## config.mk

```make
export PLATFORM = sky130hd
export DESIGN_NAME = gestor_solicitudes
export DESIGN_NICKNAME = d
export VERILOG_FILES = /design/src/rtl/ascensor_pkg.sv /design/src/rtl/antirrebote.sv /design/src/rtl/gestor_solicitudes.sv
export SDC_FILE = /design/constraint.sdc
export NUM_CORES = 1
export LEC_CHECK = 0
export CORE_ASPECT_RATIO = 0.5
export CORE_MARGIN = 5
export CORE_UTILIZATION = 60
export CTS_BUF_LIST = sky130_fd_sc_hd__clkbuf_2
export CTS_CLUSTER_DIAMETER = 50
export CTS_CLUSTER_SIZE = 20
export DETAILED_ROUTE_END_ITERATION = 16
export PLACE_DENSITY = 0.85
export SLEW_MARGIN = 20
export SYNTH_ARGS = -nofsm -noshare
export SYNTH_HDL_FRONTEND = slang
export SYNTH_SLANG_ARGS = --single-unit
```

## constraint.sdc

```tcl
create_clock -name clk_i -period 4.88 [get_ports clk_i]
set_clock_uncertainty 0.05 [all_clocks]
set_input_delay 0.488 -clock clk_i [delete_from_list [all_inputs] [get_ports clk_i]]
set_output_delay 0.488 -clock clk_i [all_outputs]
set_load 0.02 [all_outputs]
```

## src/rtl/ascensor_pkg.sv

```systemverilog
// Shared types for the elevator request path.
// Contents: default floor count and debounce length, floor index type,
// travel direction encoding, and the selection FSM state type.
package ascensor_pkg;

  localparam int unsigned NPisosDef    = 10;
  localparam int unsigned DebCiclosDef = 4;

  typedef logic [3:0] piso_t;

  typedef enum logic [1:0] {
    DirParado = 2'b00,
    DirSubir  = 2'b01,
    DirBajar  = 2'b10
  } dir_t;

  typedef enum logic [1:0] {
    StParado,
    StSubiendo,
    StBajando
  } estado_sel_t;

  // Direction output is a pure decode of the selection state.
  function automatic dir_t estado_a_dir(estado_sel_t e);
    case (e)
      StSubiendo: return DirSubir;
      StBajando:  return DirBajar;
      default:    return DirParado;
    endcase
  endfunction

endpackage

```

## src/rtl/antirrebote.sv

```systemverilog
// Single-button conditioning: 2-FF synchroniser, saturating run-length counter
// and rising-edge detector on the debounced level.
// Ports:
//   clk_i    system clock
//   rst_ni   asynchronous active-low reset
//   boton_i  raw button, asynchronous to clk_i
//   pulso_o  one-cycle pulse when a press is accepted
module antirrebote
  import ascensor_pkg::*;
#(
  parameter int unsigned DebCiclos = DebCiclosDef
) (
  input  logic clk_i,
  input  logic rst_ni,
  input  logic boton_i,
  output logic pulso_o
);

  localparam int unsigned CntW = $clog2(DebCiclos + 1);
  localparam logic [CntW-1:0] CntMax = CntW'(DebCiclos);

  logic            sync1_q, sync2_q, nivel_q;
  logic [CntW-1:0] cnt_q, cnt_d;
  logic            nivel;

  // Counter restarts on any low synced sample, so only an unbroken run
  // of DebCiclos highs raises the debounced level.
  always_comb begin
    cnt_d = '0;
    if (sync2_q) begin
      cnt_d = (cnt_q == CntMax) ? cnt_q : cnt_q + CntW'(1);
    end
  end

  assign nivel   = (cnt_q == CntMax);
  assign pulso_o = nivel & ~nivel_q;

  always_ff @(posedge clk_i or negedge rst_ni) begin
    if (!rst_ni) begin
      sync1_q <= 1'b0;
      sync2_q <= 1'b0;
      cnt_q   <= '0;
      nivel_q <= 1'b0;
    end else begin
      sync1_q <= boton_i;
      sync2_q <= sync1_q;
      cnt_q   <= cnt_d;
      nivel_q <= nivel;
    end
  end

endmodule

```

## src/rtl/gestor_solicitudes.sv

```systemverilog
// Elevator request stage: debounces floor buttons, latches pending calls,
// clears a call when its floor is served, and picks the next target floor
// and travel direction with a SCAN policy.
// Ports:
//   clk_i             system clock
//   rst_ni            asynchronous active-low reset
//   botones_i         raw floor buttons (async, active-high)
//   piso_actual_i     current floor index
//   piso_atendido_i   one-cycle pulse: doors opened at piso_actual_i
//   luces_o           pending-call lamps
//   destino_o         selected target floor
//   destino_valido_o  destino_o holds a pending call
//   direccion_o       00 stopped, 01 up, 10 down
module gestor_solicitudes
  import ascensor_pkg::*;
#(
  parameter int unsigned NPisos    = NPisosDef,
  parameter int unsigned DebCiclos = DebCiclosDef
) (
  input  logic              clk_i,
  input  logic              rst_ni,
  input  logic [NPisos-1:0] botones_i,
  input  piso_t             piso_actual_i,
  input  logic              piso_atendido_i,
  output logic [NPisos-1:0] luces_o,
  output piso_t             destino_o,
  output logic              destino_valido_o,
  output dir_t              direccion_o
);

  logic [NPisos-1:0] pulsos, limpiar, luces_q, luces_d;
  piso_t             destino_q, destino_d;
  logic              valido_q, valido_d;
  estado_sel_t       estado_q, estado_d;
  logic              piso_ok;

  for (genvar g = 0; g < NPisos; g++) begin : gen_deb
    antirrebote #(
      .DebCiclos(DebCiclos)
    ) u_antirrebote (
      .clk_i  (clk_i),
      .rst_ni (rst_ni),
      .boton_i(botones_i[g]),
      .pulso_o(pulsos[g])
    );
  end

  assign piso_ok = {1'b0, piso_actual_i} < 5'(NPisos);

  // Clear mask is applied after the set so a same-cycle clear wins.
  always_comb begin
    limpiar = '0;
    for (int unsigned i = 0; i < NPisos; i++) begin
      limpiar[i] = piso_atendido_i && piso_ok && (piso_actual_i == piso_t'(i));
    end
    luces_d = (luces_q | pulsos) & ~limpiar;
  end

  // Nearest pending call strictly above and strictly below the current floor.
  logic  hay_aqui, hay_arriba, hay_abajo;
  piso_t arriba, abajo, dist_arriba, dist_abajo;

  always_comb begin
    hay_aqui   = 1'b0;
    hay_arriba = 1'b0;
    hay_abajo  = 1'b0;
    arriba     = '0;
    abajo      = '0;
    for (int unsigned i = 0; i < NPisos; i++) begin
      if (luces_q[i]) begin
        if (piso_t'(i) == piso_actual_i) hay_aqui = 1'b1;
        if (piso_t'(i) > piso_actual_i && !hay_arriba) begin
          hay_arriba = 1'b1;
          arriba     = piso_t'(i);
        end
        if (piso_t'(i) < piso_actual_i) begin
          hay_abajo = 1'b1;
          abajo     = piso_t'(i);
        end
      end
    end
    dist_arriba = arriba - piso_actual_i;
    dist_abajo  = piso_actual_i - abajo;
  end

  logic ir_arriba;

  always_comb begin
    estado_d  = estado_q;
    destino_d = destino_q;
    valido_d  = 1'b0;
    ir_arriba = 1'b0;
    if (!piso_ok || luces_q == '0) begin
      estado_d = StParado;
    end else if (hay_aqui) begin
      destino_d = piso_actual_i;
      valido_d  = 1'b1;
    end else begin
      valido_d = 1'b1;
      unique case (estado_q)
        StSubiendo: ir_arriba = hay_arriba;
        StBajando:  ir_arriba = !hay_abajo;
        // Stopped: nearest call, ties go up.
        default:    ir_arriba = hay_arriba && (!hay_abajo || dist_arriba <= dist_abajo);
      endcase
      if (ir_arriba) begin
        destino_d = arriba;
        estado_d  = StSubiendo;
      end else begin
        destino_d = abajo;
        estado_d  = StBajando;
      end
    end
  end

  always_ff @(posedge clk_i or negedge rst_ni) begin
    if (!rst_ni) begin
      luces_q   <= '0;
      destino_q <= '0;
      valido_q  <= 1'b0;
      estado_q  <= StParado;
    end else begin
      luces_q   <= luces_d;
      destino_q <= destino_d;
      valido_q  <= valido_d;
      estado_q  <= estado_d;
    end
  end

  assign luces_o          = luces_q;
  assign destino_o        = destino_q;
  assign destino_valido_o = valido_q;
  assign direccion_o      = estado_a_dir(estado_q);

endmodule

```

After elaboration in Yosys (flattened, before gate mapping)
Index checks and enable logic that the tools add are counted.
Widths: inputs -> output; s select.
{"block": "word_totals", "reg_bits": 77, "latch_bits": 0, "mem_bits_rw": 0, "rom_bits": 0, "input_bits": 17, "out_inout_bits": 17, "wordCells": 304, "n_memories": 0}
{"block": "op_classes", "add_sub_neg": 12, "n_mul": 0, "div_mod_pow": 0, "order_cmp": 22, "eq_ne": 41, "n_shift": 0, "muxes": 126, "bitwise_logic": 23, "reduce_logical": 36}
{"operator": "$mux 4", "n": 34}
{"operator": "$mux 1", "n": 67}
{"operator": "$mux 3", "n": 20}
{"operator": "$add 3x1->3 const B", "n": 10}
{"operator": "$eq 3x3->1 const B", "n": 10}
{"operator": "$logic_and 1x1->1", "n": 21}
{"operator": "$ne 2x2->1 const B", "n": 10}
{"operator": "$eq 3x4->1 const A", "n": 4}
{"operator": "$eq 4x3->1 const B", "n": 4}
{"operator": "$gt 3x4->1 const A", "n": 4}
{"operator": "$lt 3x4->1 const A", "n": 4}
{"operator": "$logic_not 1->1", "n": 11}
{"operator": "$and 1x1->1", "n": 10}
{"operator": "$and 10x10->10", "n": 1}
{"operator": "$logic_not 10->1", "n": 1}
{"operator": "$not 1->1", "n": 10}
{"operator": "$not 10->10", "n": 1}
{"operator": "$or 10x10->10", "n": 1}
{"operator": "$eq 2x4->1 const A", "n": 2}
{"operator": "$eq 4x2->1 const B", "n": 2}
{"operator": "$eq 4x4->1 const A", "n": 2}
{"operator": "$eq 4x4->1 const B", "n": 2}
{"operator": "$gt 1x4->1 const A", "n": 2}
{"operator": "$gt 2x4->1 const A", "n": 2}
{"operator": "other kinds (17)", "n": 25}

Longest topological paths before layout
{"block": "depth", "ltp_word": 49, "ltp_mapped": 16, "ltp_nobuf": 15}

Modules after synthesis
A second synthesis with hierarchy kept.
{"block": "unflattened", "cells_unflattened": 411, "area_unflattened_um2": 4147.7}
{"mod": "antirrebote", "instances": 10, "cells_per_inst": 21, "area_per_inst_um2": 246.5, "seq_area_each_um2": 150.1}
{"mod": "gestor_solicitudes", "instances": 1, "cells_per_inst": 201, "area_per_inst_um2": 1682.9, "seq_area_each_um2": 425.4}

Worst setup path after synthesis
No wires, ideal clock.
{"block": "synth_timing", "path_kind": "input to register", "startpoint": "input piso_actual_i[2]", "endpoint": "register destino_q[3], in the netlist destino_o[3]", "arrival_time_ns": 3.713, "required_time_ns": 4.750, "slack_ns": 1.037, "stages": 16, "path_cell_list": "buf_4 nor3_1 a21o_1 a22oi_1 a311oi_1 o21ai_0 ha_1 fa_1 inv_1 ha_1 nor2b_1 o21a_1 o21a_1 o2111a_1 o41a_1 o211ai_2"}
{"block": "synth_between", "elab_chain_len": 48, "word_cells_on_any_way": 158, "cone_classes": "add/sub (2); order compare (22); eq/ne (9); mux (101); reduce/logical (24)"}
{"element": "start, declared", "line_no": "gestor_solicitudes.sv:23", "rtl": "input piso_t piso_actual_i,"}
{"element": "$gt 1x4->1", "line_no": "gestor_solicitudes.sv:72", "rtl": "if (piso_t'(i) > piso_actual_i && !hay_arriba) begin"}
{"element": "$mux 1", "line_no": "gestor_solicitudes.sv:72"}
{"element": "$mux 1", "line_no": "gestor_solicitudes.sv:70", "rtl": "if (luces_q[i]) begin"}
{"element": "$logic_not 1->1", "line_no": "gestor_solicitudes.sv:72"}
{"element": "$logic_and 1x1->1", "line_no": "gestor_solicitudes.sv:72"}
{"element": "$mux 1", "line_no": "gestor_solicitudes.sv:72"}
{"element": "$mux 1", "line_no": "gestor_solicitudes.sv:70"}
{"element": "$logic_not 1->1", "line_no": "gestor_solicitudes.sv:72"}
{"element": "[... 32 more ...]"}
{"element": "$le 4x4->1", "line_no": "gestor_solicitudes.sv:104", "rtl": "default: ir_arriba = hay_arriba && (!hay_abajo || dist_arriba <= dist_abajo);"}
{"element": "$logic_or 1x1->1", "line_no": "gestor_solicitudes.sv:104"}
{"element": "$logic_and 1x1->1", "line_no": "gestor_solicitudes.sv:104"}
{"element": "$pmux 1 s2", "line_no": "gestor_solicitudes.sv:100", "rtl": "unique case (estado_q)"}
{"element": "$mux 1", "line_no": "gestor_solicitudes.sv:95", "rtl": "end else if (hay_aqui) begin"}
{"element": "$mux 1", "line_no": "gestor_solicitudes.sv:93", "rtl": "if (!piso_ok || luces_q == '0) begin"}
{"element": "$mux 4", "line_no": "gestor_solicitudes.sv:106", "rtl": "if (ir_arriba) begin"}
{"element": "$mux 4", "line_no": "gestor_solicitudes.sv:95"}
{"element": "end signal, assigned", "line_no": "gestor_solicitudes.sv:124", "rtl": "destino_q <= destino_d;"}
{"element": "end, declared", "line_no": "gestor_solicitudes.sv:32", "rtl": "piso_t destino_q, destino_d;"}
Parallel ways exist; a longest one is shown, timed or not. The select of a mux whose other input is x is not followed.
A chain may end at the register's enable or synchronous reset.

Worst setup path after layout
{"block": "layout_timing", "startpoint": "input piso_actual_i[1]", "endpoint": "register destino_q[3], in the netlist destino_o[3]"}
Same word-level chain as after synthesis.

==> results.json <==
{
  "status": "complete, no violations",
  "antenna_found_initial": 0,
  "synthTopCellsByArea": "dfrtp_1 (47%), ha_1 (10%), inv_1 (5.1%)",
  "die_w_um": 127,
  "drt_iter0_drc": 228,
  "yosys.cell_count.top_type": "dfrtp_1",
  "cts_buffer_depth": 2,
  "route.detailed.wl_per_inst_um": 14.5,
  "endpoint_kind": "flip-flop",
  "area_delta_synth_final_pct": 12.6,
  "post-route-util": 0.695,
  "gp_congestion": 0.920,
  "ys_types": 60,
  "antennaDiodeCount": 0,
  "tritoncts": "done",
  "overflow": 0,
  "design_area_um2": 4640,
  "yosysTopAreaCellShare": 0.468,
  "num_vias": 3066,
  "cts_made_buffers": 9,
  "synth_commonest_cells": "dfrtp_1 (77), inv_1 (56), nand2_1 (46)",
  "power.density_nw_per_um2": 462,
  "clk_pin_slew_ns": 0.21,
  "power.total_mw": 2.14,
  "vias_per_cell": 5.54,
  "h-tree-depth": 3,
  "clock-sinks": 77,
  "ys_seq_area_frac": 0.468,
  "fin_cells": 553,
  "grt_use_total": 0.210,
  "setup-tns-final_ns": 0,
  "grt_pass1_vias": 3010,
  "multiInputGateArea_um2": 1890,
  "path_class": "in2reg",
  "die_area_um2": 8720,
  "hp-class": "in2async",
  "cp.required_ns": 5.27,
  "period_share": 0.857,
  "drive_gt1_frac": 0.0759,
  "die_h_um": 68.6,
  "max_freq_ghz": 0.239,
  "slew_violations": 0,
  "tightestPinTransition_ns": 0.929,
  "setup_viol": 0,
  "io_pins": 34,
  "portBuffers": 33,
  "ff_latch_area_um2": 1930,
  "rsz0062_at_grt": "no",
  "synth_edf_count": 0,
  "critPathMaxFanout": 16,
  "rows": 21,
  "clock_latency_ns": 0.52,
  "dr.pass1.iters": 5,
  "dp_hpwl_um": 5910,
  "cts-hold-fix-buffers": 0,
  "start_util": 0.617,
  "place_inst": 537,
  "ys.flop_type": "dfrtp_1",
  "post_dp_cell_area_um2": 4540,
  "critPathLaunchType": "input pin",
  "synth-async-reset-ratio": 1.00,
  "netlist_instances": 417,
  "drv_cap": 0,
  "synth_area_um2": 4120,
  "synth_top_area_cell": "dfrtp_1",
  "post_cts_buffers": 0,
  "ir_drop_mv": 0.186,
  "cts-root-buf": "clkbuf_2",
  "cts.repair.resized": 0,
  "syn_nets": 470,
  "core-area_um2": 6670,
  "grt_max_degree": 78,
  "drc_errors": 0,
  "wl_um": 8010,
  "fillers": 516,
  "p_leak_nw": 2.27,
  "yosys_warnings": 0,
  "fin_crit_ns": 4.18,
  "ant_nets": 0,
  "grt_pass1_wl_um": 14200,
  "final_nets": 509,
  "relSlewSlack": 0.381,
  "crit_arrival_ns": 4.58,
  "synth-seq-cells": 77,
  "avgSynthCellArea_um2": 9.87,
  "hold_viol_final": 0
}
-- stage by stage --
| stage | worst slack [ns] | hold slack, ns |
|---|---|---|
| floorplan | 1.04 | 0.142 |
| global placement | 0.333 | 0.282 |
| detailed placement | 0.209 | 0.286 |
| CTS | 0.783 | 0.00541 |
| global route | 0.522 | 0.0388 |
| finish | 0.698 | 0.00256 |
-- power by group --
group | leakage (nW) | total, mW | internal, mW | switching [mW]
Clock | 0.0549 | 0.295 | 0.0711 | 0.224
Sequential | 0.969 | 0.909 | 0.747 | 0.162
Combinational | 1.25 | 0.937 | 0.448 | 0.489
-- sequential cells by signal (all words and copies together) (netlist names) --
register,count
destino_valido_o,1
gen_deb.u_antirrebote.cnt_q,30
destino_o,4
estado_q,2
gen_deb.u_antirrebote.sync1_q,10
luces_o,10
gen_deb.u_antirrebote.sync2_q,10
gen_deb.u_antirrebote.nivel_q,10
-- logic make-up after synthesis --
kind of cell,share of synthesized area
fa+ha+maj,0.113
buf+inv,0.0720
compound gates,0.178
xor+xnor,0.0298
mux,0.0131
simple gates,0.126
flops,0.468
-- layout make-up --
type / count / area share
sequential: 77 / 0.416
inverter: 56 / 0.0453
clock inverter: 6 / 0.00972
tap: 92 / 0.0248
clock buffer: 10 / 0.0108
timing repair buffer: 42 / 0.0853
multi-input combinational: 270 / 0.408
-- worst max-delay path, stage by stage --
cell             delay, ns
clkdlybuf4s50_1       0.61
buf_4                 0.30
or2_2                 0.31
o21ai_0               0.17
a22oi_1               0.10
o2bb2ai_1             0.33
ha_1                  0.26
fa_1                  0.42
ha_1                  0.29
nor2b_1               0.13
o21a_1                0.16
o21a_1                0.16
o2111a_1              0.28
o41a_1                0.43
o211ai_2              0.14
-- layer usage --
metal  up-vias  part of all wire  track usage
li1       1494                 -            -
met2        97              0.46        0.339
met4         0             0.017       0.0668
met1      1462              0.46        0.279
met5         -                 0            0
met3        13             0.062       0.0631
-- final timing paths --
check | cells past startpoint | start | slack, ns | endpoint
worst min register to register | 0 | gen_deb[4].u_antirrebote.sync1_q$_DFF_PN0_ | 0.33 | gen_deb[4].u_antirrebote.sync2_q$_DFF_PN0_
min in group clk_i | 1 | botones_i[0] | 0.31 | gen_deb[0].u_antirrebote.sync1_q$_DFF_PN0_
worst max-delay path | 15 | piso_actual_i[1] | 0.70 | destino_o[3]$_DFFE_PN0P_
worst max register to register | 14 | luces_o[5]$_DFF_PN0_ | 0.78 | destino_o[3]$_DFFE_PN0P_
max in group asynchronous | 1 | rst_ni | 4.15 | destino_o[0]$_DFFE_PN0P_
worst min-delay path | 1 | rst_ni | 0.003 | gen_deb[9].u_antirrebote.cnt_q[0]$_DFFE_PN0P_
-- layout by cell type, fill, tap and decap left out, types with 4 or more instances in the layout --
cell type / count
ha_1: 34
dfrtp_1: 77
nand2_1: 46
xnor2_1: 12
and2_1: 10
clkbuf_2: 10
a22oi_1: 4
buf_4: 10
clkdlybuf4s50_1: 32
inv_1: 56
o32a_1: 4
a31oi_1: 13
o21ai_0: 19
a21o_1: 4
o21a_1: 5
nor2_1: 33
a21oi_1: 10
a21boi_0: 10
Note: power is estimated with default switching activity, not from simulation.
